==> src/rtl/tx_hs_pkg.sv <==
// ----------------------------------------------------------------------------
// tx_hs_pkg
// Shared definitions for the D-PHY HS transmit lane sequencer.
//   tx_state_e : sequencer states and their DphyTxState encodings
//   lane_op_e  : per-lane DataOut register operation, chosen by the top level
//   SYNC_BYTE  : HS sync pattern sent on every lane for one cycle
// Optional feature macro honoured by the lane logic: TX_HS_TRAIL_INVERT_EN
// ----------------------------------------------------------------------------
package tx_hs_pkg;

    typedef enum logic [2:0] {
        ST_STOP  = 3'b000,
        ST_GO    = 3'b001,
        ST_SYNC  = 3'b011,
        ST_DATA  = 3'b010,
        ST_TRAIL = 3'b110,
        ST_EXIT  = 3'b111
    } tx_state_e;

    // What each lane loads into its DataOut register at the next edge.
    typedef enum logic [2:0] {
        OP_HOLD  = 3'd0,   // repeat the current byte
        OP_ZERO  = 3'd1,   // 0x00 (STOP / GO / EXIT)
        OP_SYNC  = 3'd2,   // sync byte, also seeds the last-byte register
        OP_DATA  = 3'd3,   // accepted payload byte
        OP_TRAIL = 3'd4    // trail byte derived from the last byte
    } lane_op_e;

    localparam logic [7:0] SYNC_BYTE = 8'h1D;

endpackage

==> src/rtl/tx_hs_lane.sv <==
// ----------------------------------------------------------------------------
// tx_hs_lane
// One HS data lane: registered output byte, last-sent-byte register and the
// trail byte generation.
// Ports:
//   clk      : byte clock
//   rst_n    : asynchronous active-low reset
//   op       : register operation for the next edge (from the sequencer)
//   data_in  : this lane's payload byte
//   data_out : registered byte to the serializer
// Macro TX_HS_TRAIL_INVERT_EN: when defined, the trail byte is the inverse of
// bit 7 of the last byte sent (0xFF / 0x00); otherwise the trail is 0x00 and
// no last-byte register is built.
// ----------------------------------------------------------------------------
module tx_hs_lane
    import tx_hs_pkg::*;
(
    input  logic       clk,
    input  logic       rst_n,
    input  lane_op_e   op,
    input  logic [7:0] data_in,
    output logic [7:0] data_out
);

    logic [7:0] data_q;
    logic [7:0] data_d;
    logic [7:0] trail_byte;

`ifdef TX_HS_TRAIL_INVERT_EN
    logic [7:0] last_q;
    logic [7:0] last_d;

    // Seeding with the sync byte means an empty burst trails from 0x1D.
    always_comb begin
        last_d = last_q;
        if (op == OP_SYNC) begin
            last_d = SYNC_BYTE;
        end else if (op == OP_DATA) begin
            last_d = data_in;
        end
    end

    always_ff @(posedge clk or negedge rst_n) begin
        if (!rst_n) begin
            last_q <= 8'h00;
        end else begin
            last_q <= last_d;
        end
    end

    assign trail_byte = last_q[7] ? 8'h00 : 8'hFF;
`else
    assign trail_byte = 8'h00;
`endif

    always_comb begin
        data_d = data_q;
        case (op)
            OP_ZERO:  data_d = 8'h00;
            OP_SYNC:  data_d = SYNC_BYTE;
            OP_DATA:  data_d = data_in;
            OP_TRAIL: data_d = trail_byte;
            default:  data_d = data_q;
        endcase
    end

    always_ff @(posedge clk or negedge rst_n) begin
        if (!rst_n) begin
            data_q <= 8'h00;
        end else begin
            data_q <= data_d;
        end
    end

    assign data_out = data_q;

endmodule

==> src/rtl/tx_hs_lane_seq.sv <==
// ----------------------------------------------------------------------------
// tx_hs_lane_seq
// D-PHY HS transmit sequencer: STOP -> GO (HS-ZERO) -> SYNC -> DATA ->
// TRAIL -> EXIT -> STOP, driving NUM_LANES byte lanes.
// Ports:
//   TxDDRClk    : byte clock, all state changes on its rising edge
//   TxRst       : asynchronous active-low reset
//   TxRequestHS : burst request (rise starts a burst, fall ends DATA)
//   TxValidHS   : payload valid
//   TxDataHS    : payload, lane n on [8n+7:8n]
//   TxReadyHS   : payload accepted when high together with TxValidHS
//   DataOut     : registered byte per lane to the serializer
//   HsActive    : HS driver enable
//   DphyTxState : current state encoding
//   TxUnderflow : sticky, set when valid drops while DATA is still requested
// Macro TX_HS_TRAIL_INVERT_EN selects inverted-last-bit trail bytes.
// ----------------------------------------------------------------------------
module tx_hs_lane_seq
    import tx_hs_pkg::*;
#(
    parameter int NUM_LANES   = 2,
    parameter int HSZERO_CYC  = 10,
    parameter int HSTRAIL_CYC = 15,
    parameter int TIMER_W     = 8
)
(
    input  logic                   TxDDRClk,
    input  logic                   TxRst,
    input  logic                   TxRequestHS,
    input  logic                   TxValidHS,
    input  logic [8*NUM_LANES-1:0] TxDataHS,
    output logic                   TxReadyHS,
    output logic [8*NUM_LANES-1:0] DataOut,
    output logic                   HsActive,
    output logic [2:0]             DphyTxState,
    output logic                   TxUnderflow
);

    localparam logic [TIMER_W-1:0] ZERO_LAST  = TIMER_W'(HSZERO_CYC - 1);
    localparam logic [TIMER_W-1:0] TRAIL_LAST = TIMER_W'(HSTRAIL_CYC - 1);

    tx_state_e          state_q, state_d;
    logic [TIMER_W-1:0] timer_q, timer_d;
    logic               underflow_q, underflow_d;
    lane_op_e           lane_op;
    logic               accept;

    // Ready is purely a function of state and request so a falling request
    // refuses the byte in the same cycle.
    assign TxReadyHS = (state_q == ST_DATA) && TxRequestHS;
    assign accept    = TxReadyHS && TxValidHS;

    always_comb begin
        state_d     = state_q;
        timer_d     = '0;
        underflow_d = underflow_q;
        lane_op     = OP_ZERO;

        case (state_q)
            ST_STOP:  if (TxRequestHS) state_d = ST_GO;
            ST_GO:    if (timer_q == ZERO_LAST) state_d = ST_SYNC;
            ST_SYNC:  state_d = ST_DATA;
            ST_DATA:  if (!TxRequestHS) state_d = ST_TRAIL;
            ST_TRAIL: if (timer_q == TRAIL_LAST) state_d = ST_EXIT;
            ST_EXIT:  state_d = ST_STOP;
            default:  state_d = ST_STOP;
        endcase

        // Timer only runs in the timed states and restarts on every entry,
        // so it never counts past the longer of the two durations.
        if ((state_d == state_q) && ((state_q == ST_GO) || (state_q == ST_TRAIL))) begin
            timer_d = timer_q + TIMER_W'(1);
        end

        if ((state_q == ST_STOP) && (state_d == ST_GO)) begin
            underflow_d = 1'b0;
        end else if ((state_q == ST_DATA) && TxRequestHS && !TxValidHS) begin
            underflow_d = 1'b1;
        end

        // Lane registers are loaded with the value belonging to the state
        // being entered, so DataOut lines up with DphyTxState.
        case (state_d)
            ST_SYNC:  lane_op = OP_SYNC;
            ST_DATA:  lane_op = accept ? OP_DATA : OP_HOLD;
            ST_TRAIL: lane_op = OP_TRAIL;
            default:  lane_op = OP_ZERO;
        endcase
    end

    always_ff @(posedge TxDDRClk or negedge TxRst) begin
        if (!TxRst) begin
            state_q     <= ST_STOP;
            timer_q     <= '0;
            underflow_q <= 1'b0;
        end else begin
            state_q     <= state_d;
            timer_q     <= timer_d;
            underflow_q <= underflow_d;
        end
    end

    assign HsActive    = (state_q != ST_STOP) && (state_q != ST_EXIT);
    assign DphyTxState = state_q;
    assign TxUnderflow = underflow_q;

    generate
        for (genvar gi = 0; gi < NUM_LANES; gi++) begin : g_lane
            tx_hs_lane u_lane (
                .clk      (TxDDRClk),
                .rst_n    (TxRst),
                .op       (lane_op),
                .data_in  (TxDataHS[8*gi +: 8]),
                .data_out (DataOut[8*gi +: 8])
            );
        end
    endgenerate

endmodule

==> config.mk <==
export PLATFORM = sky130hd
export DESIGN_NAME = tx_hs_lane_seq
export DESIGN_NICKNAME = d
export VERILOG_FILES = /design/src/rtl/tx_hs_pkg.sv /design/src/rtl/tx_hs_lane.sv /design/src/rtl/tx_hs_lane_seq.sv
export SDC_FILE = /design/constraint.sdc
export NUM_CORES = 1
export LEC_CHECK = 0
export ABC_AREA = 0
export CAP_MARGIN = 20
export CORE_ASPECT_RATIO = 0.8
export CORE_MARGIN = 10
export CORE_UTILIZATION = 25
export CTS_CLUSTER_DIAMETER = 100
export DETAILED_ROUTE_END_ITERATION = 10
export SLEW_MARGIN = 25
export SYNTH_ARGS = -nofsm -noshare
export SYNTH_HDL_FRONTEND = slang
export SYNTH_SLANG_ARGS = --single-unit
==> constraint.sdc <==
create_clock -name TxDDRClk -period 1.83 [get_ports TxDDRClk]
set_input_delay 0.2745 -clock TxDDRClk [delete_from_list [all_inputs] [get_ports TxDDRClk]]
set_output_delay 0.2745 -clock TxDDRClk [all_outputs]
set_load 0.05 [all_outputs]
After elaboration in Yosys (flattened, before gate mapping)
Cells that the tools add are included.
W data, S select, Z words.
- register bits: 28
- input bits: 20
- word-level logic and storage cells: 47
- add/sub/neg operators: 1
- equality and inequality tests: 16
- mux-type cells: 12
- reductions and logical operators: 13
- operators with widths (operator ; number):
    $pmux W8 S3 ; 2
    $eq A3 B2 Y1 const B ; 6
    $eq A8 B4 Y1 const B ; 2
    $pmux W3 S5 ; 1
    $mux W3 ; 4
    $eq A3 B1 Y1 const B ; 3
    $eq A3 B3 Y1 const B ; 3
    $pmux W3 S3 ; 1
    $add A8 B1 Y8 const B ; 1
    $mux W8 ; 1
    $logic_and A1 B1 Y1 ; 6
    $reduce_bool A3 Y1 ; 2
    $eq A3 B3 Y1 ; 1
    $logic_not A3 Y1 ; 1
    $ne A3 B3 Y1 const B ; 1
    $mux W1 ; 2
    $mux W2 ; 1
    $reduce_bool A2 Y1 ; 1
    $reduce_or A2 Y1 ; 1
    $logic_not A1 Y1 ; 1
    $logic_or A1 B1 Y1 ; 1

Depth between registers and ports, before layout
Gate-level depths: netlist of run 1.
- word-level depth: 8
- gate-level depth with buffers: 6

Cells and area by module
Synthesis of run 1 repeated with hierarchy kept, for this count alone.
- cell total of the unflattened synthesis: 161
- area, all modules: 1614.0 µm²
- modules (own cells, without submodules) (module ; instances ; cells each ; area an instance (µm²) ; sequential area each (µm²)):
    tx_hs_lane ; 2 ; 43 ; 444.2 ; 200.2
    tx_hs_lane_seq ; 1 ; 75 ; 725.7 ; 300.3

Least setup slack after synthesis of run 1
Ideal clock, no wire load.
- path type: reg-to-output
- start point: register state_q[1], in the netlist DphyTxState[1]
- end point: output HsActive
- arrival time: 1.665 ns
- slack: -0.110 ns
- stages on the path, launching flop included: 4
- buffers on the path: 1
- cells stage by stage: dfrtp_1 -> buf_4 -> and3_1 -> nor2_1
- longest elaborated chain between the ends: 2
- RTL lines (what ; line ; RTL):
    start: declaration ; tx_hs_lane_seq.sv:42 ; tx_state_e state_q, state_d;
    start signal: assignment ; tx_hs_lane_seq.sv:97 ; state_q <= state_d;
    $ne A3 B3 Y1 or $reduce_bool A3 Y1 (tied branches) ; tx_hs_lane_seq.sv:103 ; assign HsActive = (state_q != ST_STOP) && (state_q != ST_EXIT);
    $logic_and A1 B1 Y1 (*) ; tx_hs_lane_seq.sv:103 ;
    end: declaration ; tx_hs_lane_seq.sv:34 ; output logic HsActive,
Mark *: on every way between the ends. The rest lies on a longest branch, timed or not.

Worst setup path after layout of run 1
- start point: register g_lane[1].u_lane.data_q[6]
- end point: output DataOut[14]
- RTL lines (what ; line ; RTL):
    start: declaration ; tx_hs_lane.sv:25 ; logic [7:0] data_q;
    start signal: assignment ; tx_hs_lane.sv:71 ; data_q <= data_d;
    end: declaration ; tx_hs_lane_seq.sv:33 ; output logic [8*NUM_LANES-1:0] DataOut,
No word-level cell between the ends.

==> results of run 1 <==
cell usage after synthesis (all sizes together) (2+ instances only):
library cell,count
nor2,13
and3b,2
dfrtp,28
buf,5
and2,2
o21ai,2
xor2,3
inv,4
xnor2,3
a22o,8
ha,3
and3,4
nand2,15
nor3,2
o221a,2
a21oi,4
nand3,3
a31oi,6
power by group through the flow:
stage	Clock [mW]	Combinational, mW	Sequential (mW)
2_1_floorplan	0	0.548	1.19
3_5_place_dp	0	1.40	0.864
5_1_grt	0.432	1.47	0.875
4_1_cts	0.403	1.40	0.852
6_report	0.394	1.39	0.848
3_3_place_gp	0	1.40	0.865
state kept, by name (all words and copies together), names as in the netlist:
register	flops
DphyTxState	3
TxUnderflow	1
g_lane.u_lane.data_out	16
timer_q	8
final timing paths:
path | startpoint | to | slack (ps) | depth (start not counted)
max | g_lane[1].u_lane.data_out[6]$_DFFE_PN0P_ | DataOut[14] | 90 | 1
min | TxRst | g_lane[1].u_lane.data_out[1]$_DFFE_PN0P_ | 370 | 2
max reg2reg | timer_q[6]$_DFF_PN0_ | timer_q[2]$_DFF_PN0_ | 250 | 4
min reg2reg | g_lane[0].u_lane.data_out[7]$_DFFE_PN0P_ | g_lane[0].u_lane.data_out[7]$_DFFE_PN0P_ | 500 | 1
max in group asynchronous | TxRst | g_lane[0].u_lane.data_out[0]$_DFFE_PN0P_ | 1190 | 2
min in group TxDDRClk | g_lane[0].u_lane.data_out[7]$_DFFE_PN0P_ | g_lane[0].u_lane.data_out[7]$_DFFE_PN0P_ | 500 | 1
metal layers:
metal,GRT usage,vias up
li1,-,519
met1,0.1090,524
met2,0.1077,23
met3,0.02512,4
met4,0.02655,0
met5,0,-
logic make-up after synthesis:
kind of cell	Yosys count	share of synthesized area
AND/OR/NAND/NOR	47	0.1902
XOR/XNOR	6	0.03956
adder cells (fa/ha/maj)	3	0.02825
AO/OA/AOI/OAI	27	0.1714
flip-flops	28	0.5273
buffers and inverters	9	0.04330
through the flow:
step	hold WS (ps)	util	cell area (um^2)
6_report	367.0	0.3760	1904
5_1_grt	395.5	0.3760	1904
4_1_cts	388.5	0.3760	1904
3_5_place_dp	483.0	0.3651	1849
3_3_place_gp	484.7	0.3651	1849
2_1_floorplan	-21.09	-	1331
cell usage in the layout (no fill, tap or decap), types with 4 or more instances in the layout:
master | synthesis | final
sky130_fd_sc_hd__clkdlybuf4s50_1 | 0 | 31
sky130_fd_sc_hd__clkbuf_8 | 0 | 4
sky130_fd_sc_hd__dfrtp_1 | 28 | 28
sky130_fd_sc_hd__nor2_1 | 13 | 12
sky130_fd_sc_hd__nand2_1 | 15 | 15
sky130_fd_sc_hd__a21oi_1 | 4 | 4
sky130_fd_sc_hd__a31oi_1 | 6 | 6
sky130_fd_sc_hd__and3_1 | 4 | 4
sky130_fd_sc_hd__buf_4 | 2 | 15
sky130_fd_sc_hd__inv_1 | 4 | 4
sky130_fd_sc_hd__a22o_1 | 8 | 8
final cells by class:
class	instances	area share
Tap cell	62	0.04074
Clock buffer	4	0.02891
Inverter	4	0.007884
Sequential cell	28	0.3679
Multi-Input combinational cell	83	0.3009
Timing Repair Buffer	49	0.2536
==> impl_summary.log, run 1 <==
INFO  metric num_antenna_cells = 0
INFO  metric vdd.ir_drop.worst = 1037 uV
INFO  metric root_buffer_master = sky130_fd_sc_hd__clkbuf_8
INFO  metric synth_async_sr_flop_share = 1.000
INFO  metric cts_max_path_buffers = 2
INFO  metric path_clk_slew = 100 ps
INFO  metric synth_fp_nets = 143
INFO  metric core.rowCount = 23
INFO  metric critical_path_peak_fanout = 2
INFO  metric final_layout_size_suffix_gt1_frac = 0.1964
INFO  metric p_sw = 1.153 mW
INFO  metric viasPerCell = 4.652
INFO  metric commonest_register_cell_after_synthesis = sky130_fd_sc_hd__dfrtp_1
INFO  metric hold_path.class = in2async
INFO  metric clkSinkCount = 28
INFO  metric count_of_endpoints_failing_setup_in_the_final_report = 0
INFO  metric combPwrFrac = 0.528
INFO  metric worst-endpoint-arrival = around 1500 ps
INFO  metric synth_cell_types = 32
INFO  metric power_frac_clock = 0.150
INFO  metric p_total = 2.629 mW
INFO  metric critical_path.cell_chain = clkdlybuf4s50_1
INFO  metric timing.setup.critical_path_class = reg2out
INFO  metric port_buffers = 41
INFO  metric outcome = finished clean
INFO  metric route.antenna.remaining_nets = 0
INFO  metric grt_use_total = 0.07765
INFO  metric route.vias.total = 1070
INFO  metric synth_sequential_area_ratio = 0.5273
INFO  metric finalCriticalPeriod = 1738 ps
INFO  metric postSynthCellCount = 120
INFO  metric synth_edf_count = 0
INFO  metric tritoncts = built
INFO  metric internal_portion_of_total_power = 1.476 mW
INFO  metric drc_errors = 0
INFO  metric placement.setup.worst_slack = 157.7 ps
INFO  metric end_kind = primary output
INFO  metric io-pin-count = between 40 and 50
INFO  metric synth_largest_type_area_fraction = 0.5273
INFO  metric route.detailed.wl_per_inst = 14.54 um
INFO  metric crit_path_top_delay_cell = sky130_fd_sc_hd__clkdlybuf4s50_1
INFO  metric cts_hold_buffers = 0
INFO  metric clk-insertion-delay-late = 280 ps
INFO  metric synth_warnings = 0
INFO  metric synth.cell_area = 1329 um^2
INFO  metric drt-pass1-iter-count = 4
INFO  metric coreArea = ~5000 um^2
INFO  metric layout-area-overhead-vs-synth = 43.31%
INFO  metric worst_ep_required_time = 1560 ps
INFO  metric die_h = roughly 85 um
INFO  metric sw_frac_of_total = 0.4387
INFO  metric multi_input_comb_area = 573.1 um^2
INFO  metric timing.critical_path.buf_inv = 1
INFO  metric fp.dieW = 101.5 um
INFO  metric final_nets = 192
INFO  metric synth-seq-cells = 28
INFO  metric route.met2.wl = 1422 um
INFO  metric final_max_slew_viol_count = 0
INFO  metric antenna_violations_before_repair = 0
INFO  metric grt_overflow_total = 0
INFO  metric clock_skew = 2.204 ps
INFO  metric yosysTopAreaCell = sky130_fd_sc_hd__dfrtp_1
INFO  metric timing.final.hold_violations = 0
INFO  metric htree_levels = 1
INFO  metric cap_viol_max_count = 0
INFO  metric slew-limit-headroom = 0.6612
INFO  metric fin_ws = 92.45 ps
INFO  metric seqCellArea = 700.7 um^2
INFO  metric fill_cells = ~520
INFO  metric synth_top_area_cells = sky130_fd_sc_hd__dfrtp_1, sky130_fd_sc_hd__a22o_1, sky130_fd_sc_hd__nand2_1
INFO  metric grt_pass1_wl = approximately 5500 um
INFO  metric syn_avg_cell_area = between 10 and 15 um^2
INFO  metric cellLeakagePower = 0.8429 nW
INFO  metric post_cts_resized = 0
INFO  metric rsz0062_at_grt = no
INFO  metric clock.fmax = between 500 and 600 MHz
INFO  metric fin_cells = 230
INFO  metric power.density = 1381 nW/um^2
INFO  metric layout_worst_path_cycle_share = 0.9495
INFO  metric initialDrtViolationCount = 68
INFO  metric dp_hpwl = 2578 um
INFO  metric grt_start_max_net_pins = 29
INFO  metric routed_met3_length = approximately 180 um
INFO  metric postCtsSetupBuffers = 0
INFO  metric initial_core_util = 0.2624
INFO  metric via_count_of_the_first_global_routing_pass = 1032
INFO  metric placedCellCount = 226
INFO  metric floorplan.die_area = approximately 8600 um^2
INFO  metric wl_final = approximately 3300 um
INFO  metric worst_slew_pin_slew = 506.5 ps
INFO  metric wirelength_met1 = 1687 um
INFO  metric cp_top_family = buffers and inverters
INFO  metric finalSetupTns = 0 ps
INFO  metric cts-buffers-inserted = 3
INFO  metric gp_routability_congestion = 0.7142
INFO  metric critPathMaxStageDelay = 810 ps
INFO  metric highest_metal_layer_with_signal_wires = met4
INFO  metric critical_path_startpoint_category = flip-flop
INFO  metric p_seq_frac = 0.323
Power figures use the tool's default switching activity.
==> inputs of run 2 (changes only) <==
- ABC_CLOCK_PERIOD_IN_PS: default -> 1830
- PLACE_DENSITY_LB_ADDON: default -> 0.08
- SKIP_LAST_GASP: default -> 1
==> impl_summary.log, run 2 (synthesis results as in run 1) <==
INFO  metric outcome = finished clean
INFO  metric cellLeakagePower = ~0.84 nW
INFO  metric crit_path_top_delay_cell = sky130_fd_sc_hd__clkdlybuf4s50_1
INFO  metric internal_portion_of_total_power = 1.560 mW
INFO  metric route.antenna.remaining_nets = 0
INFO  metric finalSetupTns = 0 ps
INFO  metric detailed_place.area = about 1800 um^2
INFO  metric reg2reg_from = timer_q[6]$_DFF_PN0_
INFO  metric path_clk_slew = 100 ps
INFO  metric timing.setup.critical_path_class = reg2out
INFO  metric slew-limit-headroom = 0.6539
INFO  metric clkSinkCount = 28
INFO  metric final_nets = 190
INFO  metric cap_viol_max_count = 0
INFO  metric final_instance_area = 1903 um^2
INFO  metric core.rowCount = 23
INFO  metric initialDrtViolationCount = 24
INFO  metric grt_use_total = 0.08564
INFO  metric layout_worst_path_cycle_share = 0.9523
INFO  metric postCtsSetupBuffers = 0
INFO  metric via_count_of_the_first_global_routing_pass = 1146
INFO  metric initial_core_util = 0.2624
INFO  metric clk-insertion-delay-late = 280 ps
INFO  metric r2r_slack = 180 ps
INFO  metric final_max_slew_viol_count = 0
INFO  metric count_of_endpoints_failing_setup_in_the_final_report = 0
INFO  metric cts_max_path_buffers = 2
INFO  metric critical_path.cell_chain = clkdlybuf4s50_1
INFO  metric timing.critical_path.buf_inv = 1
INFO  metric drt-pass1-iter-count = 4
INFO  metric viasPerCell = between 4 and 5
INFO  metric largest_register_ff_count = 16
INFO  metric end_kind = primary output
INFO  metric rsz0062_at_grt = no
INFO  metric end_of_the_worst_register_to_register_path = timer_q[2]$_DFF_PN0_
INFO  metric fp.dieW = 101.5 um
INFO  metric fill_cells = 513
INFO  metric critical_path.endpoint = DataOut[6]
INFO  metric clock.fmax = approximately 570 MHz
INFO  metric num_antenna_cells = 0
INFO  metric r2r_cells = 4
INFO  metric combPwrFrac = 0.505
INFO  metric htree_levels = 1
INFO  metric crit_cells = 1
INFO  metric cp_top_family = buffers and inverters
INFO  metric wl_final = 3556 um
INFO  metric coreArea = 5065 um^2
INFO  metric dp_hpwl = about 2700 um
INFO  metric tritoncts = built
INFO  metric cts-buffers-inserted = 3
INFO  metric hold_path.class = in2async
INFO  metric p_sw = 1.160 mW
INFO  metric layout-area-overhead-vs-synth = 43.22%
INFO  metric root_buffer_master = sky130_fd_sc_hd__clkbuf_8
INFO  metric grt_start_max_net_pins = 29
INFO  metric p_seq_frac = 0.314
INFO  metric floorplan.die_area = between 8000 and 9000 um^2
INFO  metric final_layout_size_suffix_gt1_frac = 0.1928
INFO  metric die_h = 85.21 um
INFO  metric final_cell_mix = sky130_fd_sc_hd__clkdlybuf4s50_1, sky130_fd_sc_hd__dfrtp_1, sky130_fd_sc_hd__nand2_1, sky130_fd_sc_hd__buf_4, sky130_fd_sc_hd__nor2_1
INFO  metric timing.final.hold_violations = 0
INFO  metric p_total = 2.720 mW
INFO  metric drc_errors = 0
INFO  metric critical_path_peak_fanout = 2
INFO  metric io-pin-count = 42
INFO  metric groute.layer.met3.usage = 0.03241
INFO  metric grt_pass1_wl = 5996 um
INFO  metric antenna_violations_before_repair = 0
INFO  metric clock_skew = 9.437 ps
INFO  metric gp_routability_congestion = 0.7151
INFO  metric route.vias.total = 1066
INFO  metric cts_hold_buffers = 0
INFO  metric finalCriticalPeriod = 1743 ps
INFO  metric grt.met1_usage = 0.1115
INFO  metric global_route.usage.met2 = 0.1325
INFO  metric power.density = 1429 nW/um^2
INFO  metric grt_overflow_total = 0
INFO  metric worst_slew_pin_slew = 516.9 ps
INFO  metric worst_ep_required_time = 1560 ps
INFO  metric worst-endpoint-arrival = 1470 ps
INFO  metric critical_path_startpoint_category = flip-flop
INFO  metric sw_frac_of_total = 0.4264
INFO  metric final_util = 0.3757
INFO  metric vdd.ir_drop.worst = 705.2 uV
INFO  metric port_buffers = 41
INFO  metric power_frac_clock = 0.181
INFO  metric route.detailed.wl_per_inst = approximately 16 um
INFO  metric most_frequent_standard_cell_in_the_layout_excluding_fill_and_tap_cells = sky130_fd_sc_hd__clkdlybuf4s50_1
INFO  metric grt.busiest_layer = met2
INFO  metric worst_setup_path_startpoint = g_lane[0].u_lane.data_out[6]$_DFFE_PN0P_
INFO  metric critPathMaxStageDelay = 820 ps
INFO  metric post_cts_resized = 0
## run 2: cell count changes in the layout (fill, tap and decap cells not counted)
cell	before	now
sky130_fd_sc_hd__buf_4	15	14
sky130_fd_sc_hd__bufinv_16	0	1
sky130_fd_sc_hd__clkbuf_8	4	3
sky130_fd_sc_hd__clkdlybuf4s50_1	31	30
## run 2: routing by layer
| layer | wire length (um) | vias up | share of wire |
|---|---|---|---|
| met2 | 1726 | 21 | 0.49 |
| li1 | - | 515 | - |
| met4 | 15 | 0 | 0.0042 |
| met1 | 1628 | 528 | 0.46 |
| met3 | 186 | 2 | 0.052 |
| met5 | 0 | - | 0 |
## run 2: layout make-up
class	count	area [um^2]	area share
tap	62	77.57	0.04076
sequential	28	700.7	0.3682
clock buffer	3	41.29	0.02170
multi-input combinational	83	573.1	0.3011
inverter	4	15.01	0.007890
clock inverter	1	30.03	0.01578
timing repair buffer	47	465.4	0.2446
## run 2: worst min-delay path by stage
stage	to	slack [ps]	from
final	timer_q[4]$_DFF_PN0_	370	TxRst
after global routing	timer_q[4]$_DFF_PN0_	410	TxRst
after CTS	g_lane[0].u_lane.data_out[5]$_DFFE_PN0P_	380	TxRst
after detailed placement	g_lane[0].u_lane.data_out[5]$_DFFE_PN0P_	490	g_lane[0].u_lane.data_out[5]$_DFFE_PN0P_
after global placement	g_lane[1].u_lane.data_out[1]$_DFFE_PN0P_	490	g_lane[1].u_lane.data_out[1]$_DFFE_PN0P_
after floorplan	DphyTxState[0]$_DFF_PN0_	-20	TxRst
## run 2: per-stage QoR
stage,hold WS [ps],cells,setup WS (ps)
2_1_floorplan,-21.09,120,64.08
3_3_place_gp,486.9,224,152.4
3_5_place_dp,487.1,224,115.9
4_1_cts,376.8,228,64.05
5_1_grt,410.2,228,22.38
6_report,368.4,228,87.37
## run 2: power by group through the flow
| stage | combinational [mW] | clock, mW | sequential (mW) |
|---|---|---|---|
| floorplan | 0.548 | 0 | 1.19 |
| global placement | 1.38 | 0 | 0.864 |
| detailed placement | 1.39 | 0 | 0.865 |
| CTS | 1.40 | 0.513 | 0.855 |
| global route | 1.47 | 0.539 | 0.878 |
| finish | 1.37 | 0.493 | 0.853 |
==> inputs of run 3 (changes only) <==
- CORE_UTILIZATION: 25 -> 39
==> impl_summary.log, run 3 (synthesis results as in run 1) <==
INFO  metric outcome = finished clean
INFO  metric timing.critical_path.buf_inv = 1
INFO  metric post_cts_resized = 0
INFO  metric worst_ep_required_time = 1560 ps
INFO  metric clk-insertion-delay-late = 280 ps
INFO  metric finalSetupTns = 0 ps
INFO  metric root_buffer_master = sky130_fd_sc_hd__clkbuf_8
INFO  metric floorplan.die_area = ~6200 um^2
INFO  metric grt_pass1_wl = 5609 um
INFO  metric most_frequent_standard_cell_in_the_layout_excluding_fill_and_tap_cells = sky130_fd_sc_hd__clkdlybuf4s50_1
INFO  metric critical_path_peak_fanout = 2
INFO  metric clkSinkCount = 28
INFO  metric seqCellArea = 700.7 um^2
INFO  metric timing.final.hold_violations = 0
INFO  metric grt_use_total = 0.1080
INFO  metric hold_path.class = in2async
INFO  metric final_cell_mix = sky130_fd_sc_hd__clkdlybuf4s50_1, sky130_fd_sc_hd__dfrtp_1, sky130_fd_sc_hd__nand2_1, sky130_fd_sc_hd__nor2_1, sky130_fd_sc_hd__buf_4
INFO  metric worst_slew_pin_slew = 515.4 ps
INFO  metric multi_input_comb_area = between 500 and 600 um^2
INFO  metric finalCriticalPeriod = 1737 ps
INFO  metric rsz0062_at_grt = no
INFO  metric antenna_violations_before_repair = 0
INFO  metric viasPerCell = 5.150
INFO  metric count_of_endpoints_failing_setup_in_the_final_report = 0
INFO  metric cap_viol_max_count = 0
INFO  metric grt_start_max_net_pins = 29
INFO  metric route.vias.total = around 1100
INFO  metric cts_max_path_buffers = 2
INFO  metric grt_overflow_total = 0
INFO  metric vdd.ir_drop.worst = roughly 760 uV
INFO  metric fill_cells = 275
INFO  metric cts-buffers-inserted = 3
INFO  metric layout_worst_path_cycle_share = 0.9493
INFO  metric initialDrtViolationCount = 58
INFO  metric initial_core_util = 0.4184
INFO  metric postCtsSetupBuffers = 0
INFO  metric final_layout_size_suffix_gt1_frac = 0.1807
INFO  metric port_buffers = 41
INFO  metric critPathMaxStageDelay = around 800 ps
INFO  metric cellLeakagePower = between 0.8 and 0.9 nW
INFO  metric timing.setup.critical_path_class = reg2out
INFO  metric route.detailed.wl_per_inst = 15.74 um
INFO  metric num_antenna_cells = 0
INFO  metric drt-pass1-iter-count = 4
INFO  metric htree_levels = 1
INFO  metric route.antenna.remaining_nets = 0
INFO  metric clock.fmax = roughly 580 MHz
INFO  metric wl_final = approximately 3200 um
INFO  metric io-pin-count = between 40 and 50
INFO  metric final_nets = 190
INFO  metric drc_errors = 0
INFO  metric die_h = slightly above 70 um
INFO  metric slew-limit-headroom = 0.6549
INFO  metric crit_path_top_delay_cell = sky130_fd_sc_hd__clkdlybuf4s50_1
INFO  metric dp_hpwl = 2518 um
INFO  metric fin_ws = roughly 93 ps
INFO  metric cp_top_family = buffers and inverters
INFO  metric final_max_slew_viol_count = 0
INFO  metric cts_hold_buffers = 0
INFO  metric placement.setup.worst_slack = 103.5 ps
INFO  metric tritoncts = built
INFO  metric core.rowCount = 18
INFO  metric clock_skew = ~13 ps
INFO  metric end_kind = primary output
INFO  metric coreArea = 3176 um^2
INFO  metric via_count_of_the_first_global_routing_pass = 1097
INFO  metric power.density = 1382 nW/um^2
INFO  metric critical_path_startpoint_category = flip-flop
INFO  metric gp_routability_congestion = 0.7703
INFO  metric fp.dieW = 85.26 um
INFO  metric worst-endpoint-arrival = approximately 1500 ps
INFO  metric critical_path.cell_chain = clkdlybuf4s50_1
INFO  metric largest_register_ff_count = 16
INFO  metric path_clk_slew = 100 ps
INFO  metric layout-area-overhead-vs-synth = 40.30%
## run 3: final cells by class
cell class | instances | area share
Tap cell | 40 | 0.02685
Timing Repair Buffer | 47 | 0.2523
Inverter | 4 | 0.008054
Sequential cell | 28 | 0.3758
Multi-Input combinational cell | 83 | 0.3074
Clock buffer | 4 | 0.02953
## run 3: through the flow
step	power [mW]	std cells	hold slack, ps	utilization	cell area [um^2]
floorplan	1.735	120	-21.09	-	1331
global placement	2.199	202	483.8	0.5697	1809
detailed placement	2.211	202	485.9	0.5697	1809
CTS	2.598	206	379.6	0.5871	1864
global route	2.738	206	414.9	0.5871	1864
finish	2.576	206	372.1	0.5871	1864
## run 3: final timing paths
path                                                               start                                        to  slack (ps)  cells past startpoint
worst max-delay path            g_lane[1].u_lane.data_out[7]$_DFFE_PN0P_                               DataOut[15]          90                      1
worst min-delay path                                               TxRst                      timer_q[5]$_DFF_PN0_         370                      2
worst max register to register                      timer_q[7]$_DFF_PN0_                      timer_q[2]$_DFF_PN0_         230                      4
worst min register to register                   TxUnderflow$_DFFE_PN0P_                   TxUnderflow$_DFFE_PN0P_         510                      1
max in group asynchronous                                          TxRst  g_lane[1].u_lane.data_out[6]$_DFFE_PN0P_        1180                      2
min in group TxDDRClk                            TxUnderflow$_DFFE_PN0P_                   TxUnderflow$_DFFE_PN0P_         510                      1
## run 3: power breakdown
| group | internal, mW | switching [mW] | total, mW |
|---|---|---|---|
| Sequential | 0.732 | 0.112 | 0.844 |
| Clock | 0.193 | 0.191 | 0.384 |
| Combinational | 0.522 | 0.827 | 1.35 |
| Total | 1.45 | 1.13 | 2.58 |
## run 3: routing by layer
| layer | vias to the layer above | wire, um | GRT usage |
|---|---|---|---|
| met5 | - | 0 | 0 |
| met4 | 0 | 8 | 0.005474 |
| met3 | 2 | 249 | 0.05246 |
| met2 | 22 | 1451 | 0.1611 |
| met1 | 520 | 1534 | 0.1442 |
| li1 | 517 | - | - |
